<file path="src/rtl/instr_fetch_unit.sv">
// Single-outstanding instruction fetch stage: owns the PC, fetches over a ready/valid
// memory port, holds one instruction for decode and squashes fetches made stale by redirects.
module instr_fetch_unit #(
  parameter logic [31:0] RESET_PC = 32'h0000_0000,
  parameter logic [31:0] NOP_INST = 32'h0000_0013
) (
  input  logic        clk,
  input  logic        rst,
  output logic        imem_req,
  output logic [31:0] imem_addr,
  input  logic        imem_ready,
  input  logic        imem_rvalid,
  input  logic [31:0] imem_rdata,
  output logic        inst_valid,
  output logic [31:0] inst,
  output logic [6:0]  inst_opcode,
  output logic [31:0] inst_pc,
  input  logic        inst_ready,
  input  logic        redirect_valid,
  input  logic [31:0] redirect_pc,
  output logic        fetch_misaligned
);

  typedef enum logic [2:0] {IDLE, REQ, WAIT, HOLD, DRAIN} state_t;

  state_t      state, state_nxt;
  logic [31:0] pc, pc_nxt;
  logic [31:0] inst_q, inst_pc_q;
  logic        capture;

  always_ff @(posedge clk) begin
    if (rst) begin
      state            <= IDLE;
      pc               <= RESET_PC;
      inst_q           <= NOP_INST;
      inst_pc_q        <= 32'h0;
      fetch_misaligned <= 1'b0;
    end else begin
      state <= state_nxt;
      pc    <= pc_nxt;
      if (capture) begin
        inst_q    <= imem_rdata;
        inst_pc_q <= pc;
      end
      if (redirect_valid && (redirect_pc[1:0] != 2'b00))
        fetch_misaligned <= 1'b1;
    end
  end

  // Redirect wins over everything but reset; a request already accepted must be drained.
  always_comb begin
    state_nxt = state;
    capture   = 1'b0;
    pc_nxt    = pc;
    case (state)
      IDLE:  state_nxt = REQ;
      REQ:   if (imem_ready) state_nxt = redirect_valid ? DRAIN : WAIT;
      WAIT: begin
        if (imem_rvalid) begin
          if (redirect_valid) state_nxt = REQ;
          else begin
            state_nxt = HOLD;
            capture   = 1'b1;
          end
        end else if (redirect_valid) begin
          state_nxt = DRAIN;
        end
      end
      HOLD:  if (redirect_valid || inst_ready) state_nxt = REQ;
      // The stale response still has to be swallowed even if another redirect lands.
      DRAIN: if (imem_rvalid) state_nxt = REQ;
      default: state_nxt = IDLE;
    endcase
    if (redirect_valid)
      pc_nxt = {redirect_pc[31:2], 2'b00};
    else if (capture)
      pc_nxt = pc + 32'd4;
  end

  assign imem_req    = (state == REQ);
  assign imem_addr   = pc;
  assign inst_valid  = (state == HOLD);
  assign inst        = inst_valid ? inst_q : NOP_INST;
  assign inst_opcode = inst[6:0];
  assign inst_pc     = inst_pc_q;

endmodule

</file>
<file path="config.mk">
export PLATFORM = sky130hd
export DESIGN_NAME = instr_fetch_unit
export DESIGN_NICKNAME = d
export VERILOG_FILES = /design/src/rtl/instr_fetch_unit.sv
export SDC_FILE = /design/constraint.sdc
export NUM_CORES = 1
export LEC_CHECK = 0
export ABC_AREA = 1
export BUFFER_PORTS_ARGS = -buffer_cell sky130_fd_sc_hd__buf_2
export CAP_MARGIN = 25
export CELL_PAD_IN_SITES_DETAIL_PLACEMENT = 2
export CELL_PAD_IN_SITES_GLOBAL_PLACEMENT = 2
export CORE_MARGIN = 1.5
export CORE_UTILIZATION = 26
export CTS_CLUSTER_SIZE = 28
export DETAILED_ROUTE_END_ITERATION = 12
export HOLD_SLACK_MARGIN = 0.03
export PLACE_DENSITY = 0.82
export SLEW_MARGIN = 5
export SYNTH_ARGS = -nofsm -noshare
export SYNTH_HDL_FRONTEND = slang
export SYNTH_SLANG_ARGS = --single-unit
</file>
<file path="constraint.sdc">
create_clock -name clk -period 1.6 [get_ports clk]
set_input_delay 0.16 -clock clk [delete_from_list [all_inputs] [get_ports clk]]
set_output_delay 0.16 -clock clk [all_outputs]
set_load 0.03 [all_outputs]
</file>
==> qor.csv <==
metric,value,unit
total die area,18900,µm²
power share of the combinational group,0.178,
f_max,0.618,GHz
Post-DP Area,5930,µm²
DIE HEIGHT,137,µm
worst hold path endpoint,imem_addr[18]$_SDFFE_PP0P_,
HPWL Detailed,14.4,mm
Unique masters post-synth,36,
DR vias/cell,4.86,
number of global-route vias before repair,5626,
root buf cell,clkbuf_16,
Netlist Area Pre-Place,4700,µm²
all-layer global routing usage,0.212,
worst path required time,1.44,ns
RSZ-0062 raised after global routing,yes,
crit end category,output port,
PortBufs,171,
worst vdd ir,0.492,mV
clk_lat worst skew,0.35,ns
syn avg cell area,6.79,µm²
# DRC,0,
worst hold stages,3,
CP max FO,12,
clk_skew,0.00817,ns
worst hold path type,in -> reg,
post-synthesis instance total,692,
Iter 0 DRT Violations,235,
DRT Pass-1 Iters,4,
Die W,137,µm
H-tree levels,3,
failing checks,setup timing,
pwr dens,851,nW/µm²
Yosys top cell area share,0.409,
grt ovf,0,
IO Pins,176,
pin count of the biggest net entering global routing,55,
Critical R2R Launch,imem_addr[3]$_SDFFE_PP0P_,
DR vias,5413,
r2r endpoint,imem_addr[12]$_SDFFE_PP0P_,
min cycle time layout,1.62,ns
P&R area growth vs syn,44.2,%
sequential share of power,0.454,
nets@finish,954,
number of antenna violations at the first check in global routing,1,
layout cell share with drive strength beyond 1,0.346,
reg2reg path depth,8,
# clock sinks,96,
Int Power,3.97,mW
period utilization,1.01,
switching share of power,0.312,
post-route insts no fill,1114,
Placed Instances,1083,
"flops & latches, synth",96,
TritonCTS buffer count,9,
Leak,2.95,nW
Yosys warning count,0,
"top cells by area, synth","dfxtp_1 41%, nand2_1 11%, nor2_1 7.6%, o21ai_0 7.3%, a21oi_1 7.1%",
utilization after layout,0.388,
CP arrival,1.46,ns
RePlAce Congestion,0.846,
min-delay src,redirect_pc[18],
core box area,17500,µm²
Initial Util,0.269,
"Reg clk slew, reported paths",0.07,ns
largest area contributor in the netlist,dfxtp_1,
Worst Slack Setup Final,-0.0187,ns
status,"finished, violations left",
NetSw,1.80,mW
clock network fraction of total power,0.369,
"reg-to-reg slack, setup",0.04,ns
CTS tree,built,
post-route cell area,6780,µm²
Final Max Slew Viols,0,
post-route ant nets,0,
kind of critical path,reg -> out,
num rows,48,
final hold violation count,0,
drt total wl,20.8,mm
Max-Cap Viols,0,
Longest Clk Path Bufs,2,
drt wl/cell,18.6,µm
post-synthesis sequential area ratio,0.409,
CP startpoint kind,register,
Final setup viols,9,
first-pass GRT wire length,30.5,mm
-- critical path, cell delays in order (launching register included) --
cell and delay [ns]:
dfxtp_4 0.40, nand3_4 0.14, buf_12 0.18, or2_4 0.24, buf_6 0.14
-- worst max-delay path by stage --
stage                     cells past startpoint                       start                          to  slack (ns)
after floorplan                               4       state[0]$_SDFFE_PP0P_              inst_opcode[2]       -0.03
after global placement                        9  imem_addr[17]$_SDFFE_PP0P_  imem_addr[31]$_SDFFE_PP0P_       -0.04
after detailed placement                      9  imem_addr[17]$_SDFFE_PP0P_  imem_addr[31]$_SDFFE_PP0P_       -0.07
after CTS                                     5       state[2]$_SDFFE_PP0P_                     inst[1]       -0.07
after global routing                          5       state[0]$_SDFFE_PP0P_                    inst[19]       -0.07
final                                         4       state[0]$_SDFFE_PP0P_              inst_opcode[1]       -0.02
-- power by group through the flow --
stage | Clock, mW | Combinational [mW] | Sequential [mW]
2_1_floorplan | 0 | 0.410 | 2.77
3_3_place_gp | 0 | 0.920 | 2.64
3_5_place_dp | 0 | 0.943 | 2.65
4_1_cts | 2.18 | 0.987 | 2.61
5_1_grt | 2.29 | 1.12 | 2.63
6_report | 2.13 | 1.02 | 2.62
-- registers in the layout, summed over array words and instances, names as in the netlist --
name and count:
fetch_misaligned 1, imem_addr 30, inst_pc 30, inst_q 32, state 3
-- timing repair --
item	CTS	global route
setup buffers	4	5
hold buffers	3	0
endpoints found under the setup margin	46	58
pin swaps	2	9
gates resized for setup	60	78
gates cloned	1	1
endpoints found under the hold margin	3	0
-- synth_stat cells --
master,n
nand3b_1,2
o221ai_1,2
clkbuf_1,19
clkinv_1,2
dfxtp_1,96
a31oi_1,8
nor2_2,2
nor3b_1,1
xor2_1,6
a21oi_1,67
a22oi_1,1
conb_1,1
nand4_1,3
nor3_2,1
ha_1,1
o21ai_1,1
nor2_1,95
nand2_1,132
buf_4,11
and2_1,1
o21ai_0,69
a21oi_2,1
nor2_4,7
nor3_1,6
nor3b_2,1
nand3_1,42
xnor2_1,1
a211oi_1,6
inv_2,1
nand2_2,3
nand2_4,1
inv_1,82
or2_2,3
buf_6,4
buf_2,12
or2_0,1
-- final cells by class --
class | instances | area [µm²]
Antenna cell | 1 | 2.50
Clock buffer | 12 | 246
Clock inverter | 4 | 28.8
Fill cell | 2073 | 10700
Inverter | 85 | 322
Multi-Input combinational cell | 468 | 2440
Sequential cell | 96 | 1950
Tap cell | 225 | 282
Timing Repair Buffer | 223 | 1510
-- cells by family (layout without fill, tap and decap cells) --
group / after synthesis / count (layout) / share of synthesized area
AO/OA/AOI/OAI: 155 / 155 / 0.173
XOR/XNOR: 7 / 7 / 0.0130
adder cells (fa/ha/maj): 1 / 1 / 0.00266
buffers and inverters: 131 / 324 / 0.123
flip-flops: 96 / 96 / 0.409
other: 1 / 5 / 0.000798
AND/OR/NAND/NOR: 301 / 301 / 0.278
-- layer usage --
| layer | vias to the layer above | track usage | wire (µm) |
|---|---|---|---|
| li1 | 2584 | - | - |
| met1 | 2641 | 0.252 | 8860 |
| met2 | 164 | 0.386 | 10500 |
| met3 | 24 | 0.0408 | 1130 |
| met4 | 0 | 0.0573 | 320 |
| met5 | - | 0 | 0 |
-- cells in the final DEF, fill, tap and decap left out, drive strengths merged, types with 2 or more instances in the layout --
cell type	n
a211oi	6
clkinvlp	2
nand3b	2
o21ai	70
buf	217
a21oi	68
o221ai	2
inv	84
dlygate4sd3	3
nor2	104
dfxtp	96
clkinv	3
clkbuf	15
or2	4
nand4	3
nor3b	2
xor2	6
a31oi	8
nand2	136
conb	4
nand3	42
nor3	7
-- through the flow --
step / hold slack [ns] / total power, mW / TNS, ns / setup slack [ns]
final: 0.0844 / 5.77 / -0.139 / -0.0187
after global routing: 0.0882 / 6.04 / -1.28 / -0.0746
after CTS: 0.0798 / 5.77 / -0.521 / -0.0708
after detailed placement: 0.375 / 3.59 / -0.101 / -0.0674
after global placement: 0.367 / 3.56 / -0.0812 / -0.0413
after floorplan: 0.273 / 3.18 / -0.136 / -0.0341
(Power assumes the default switching activity.)
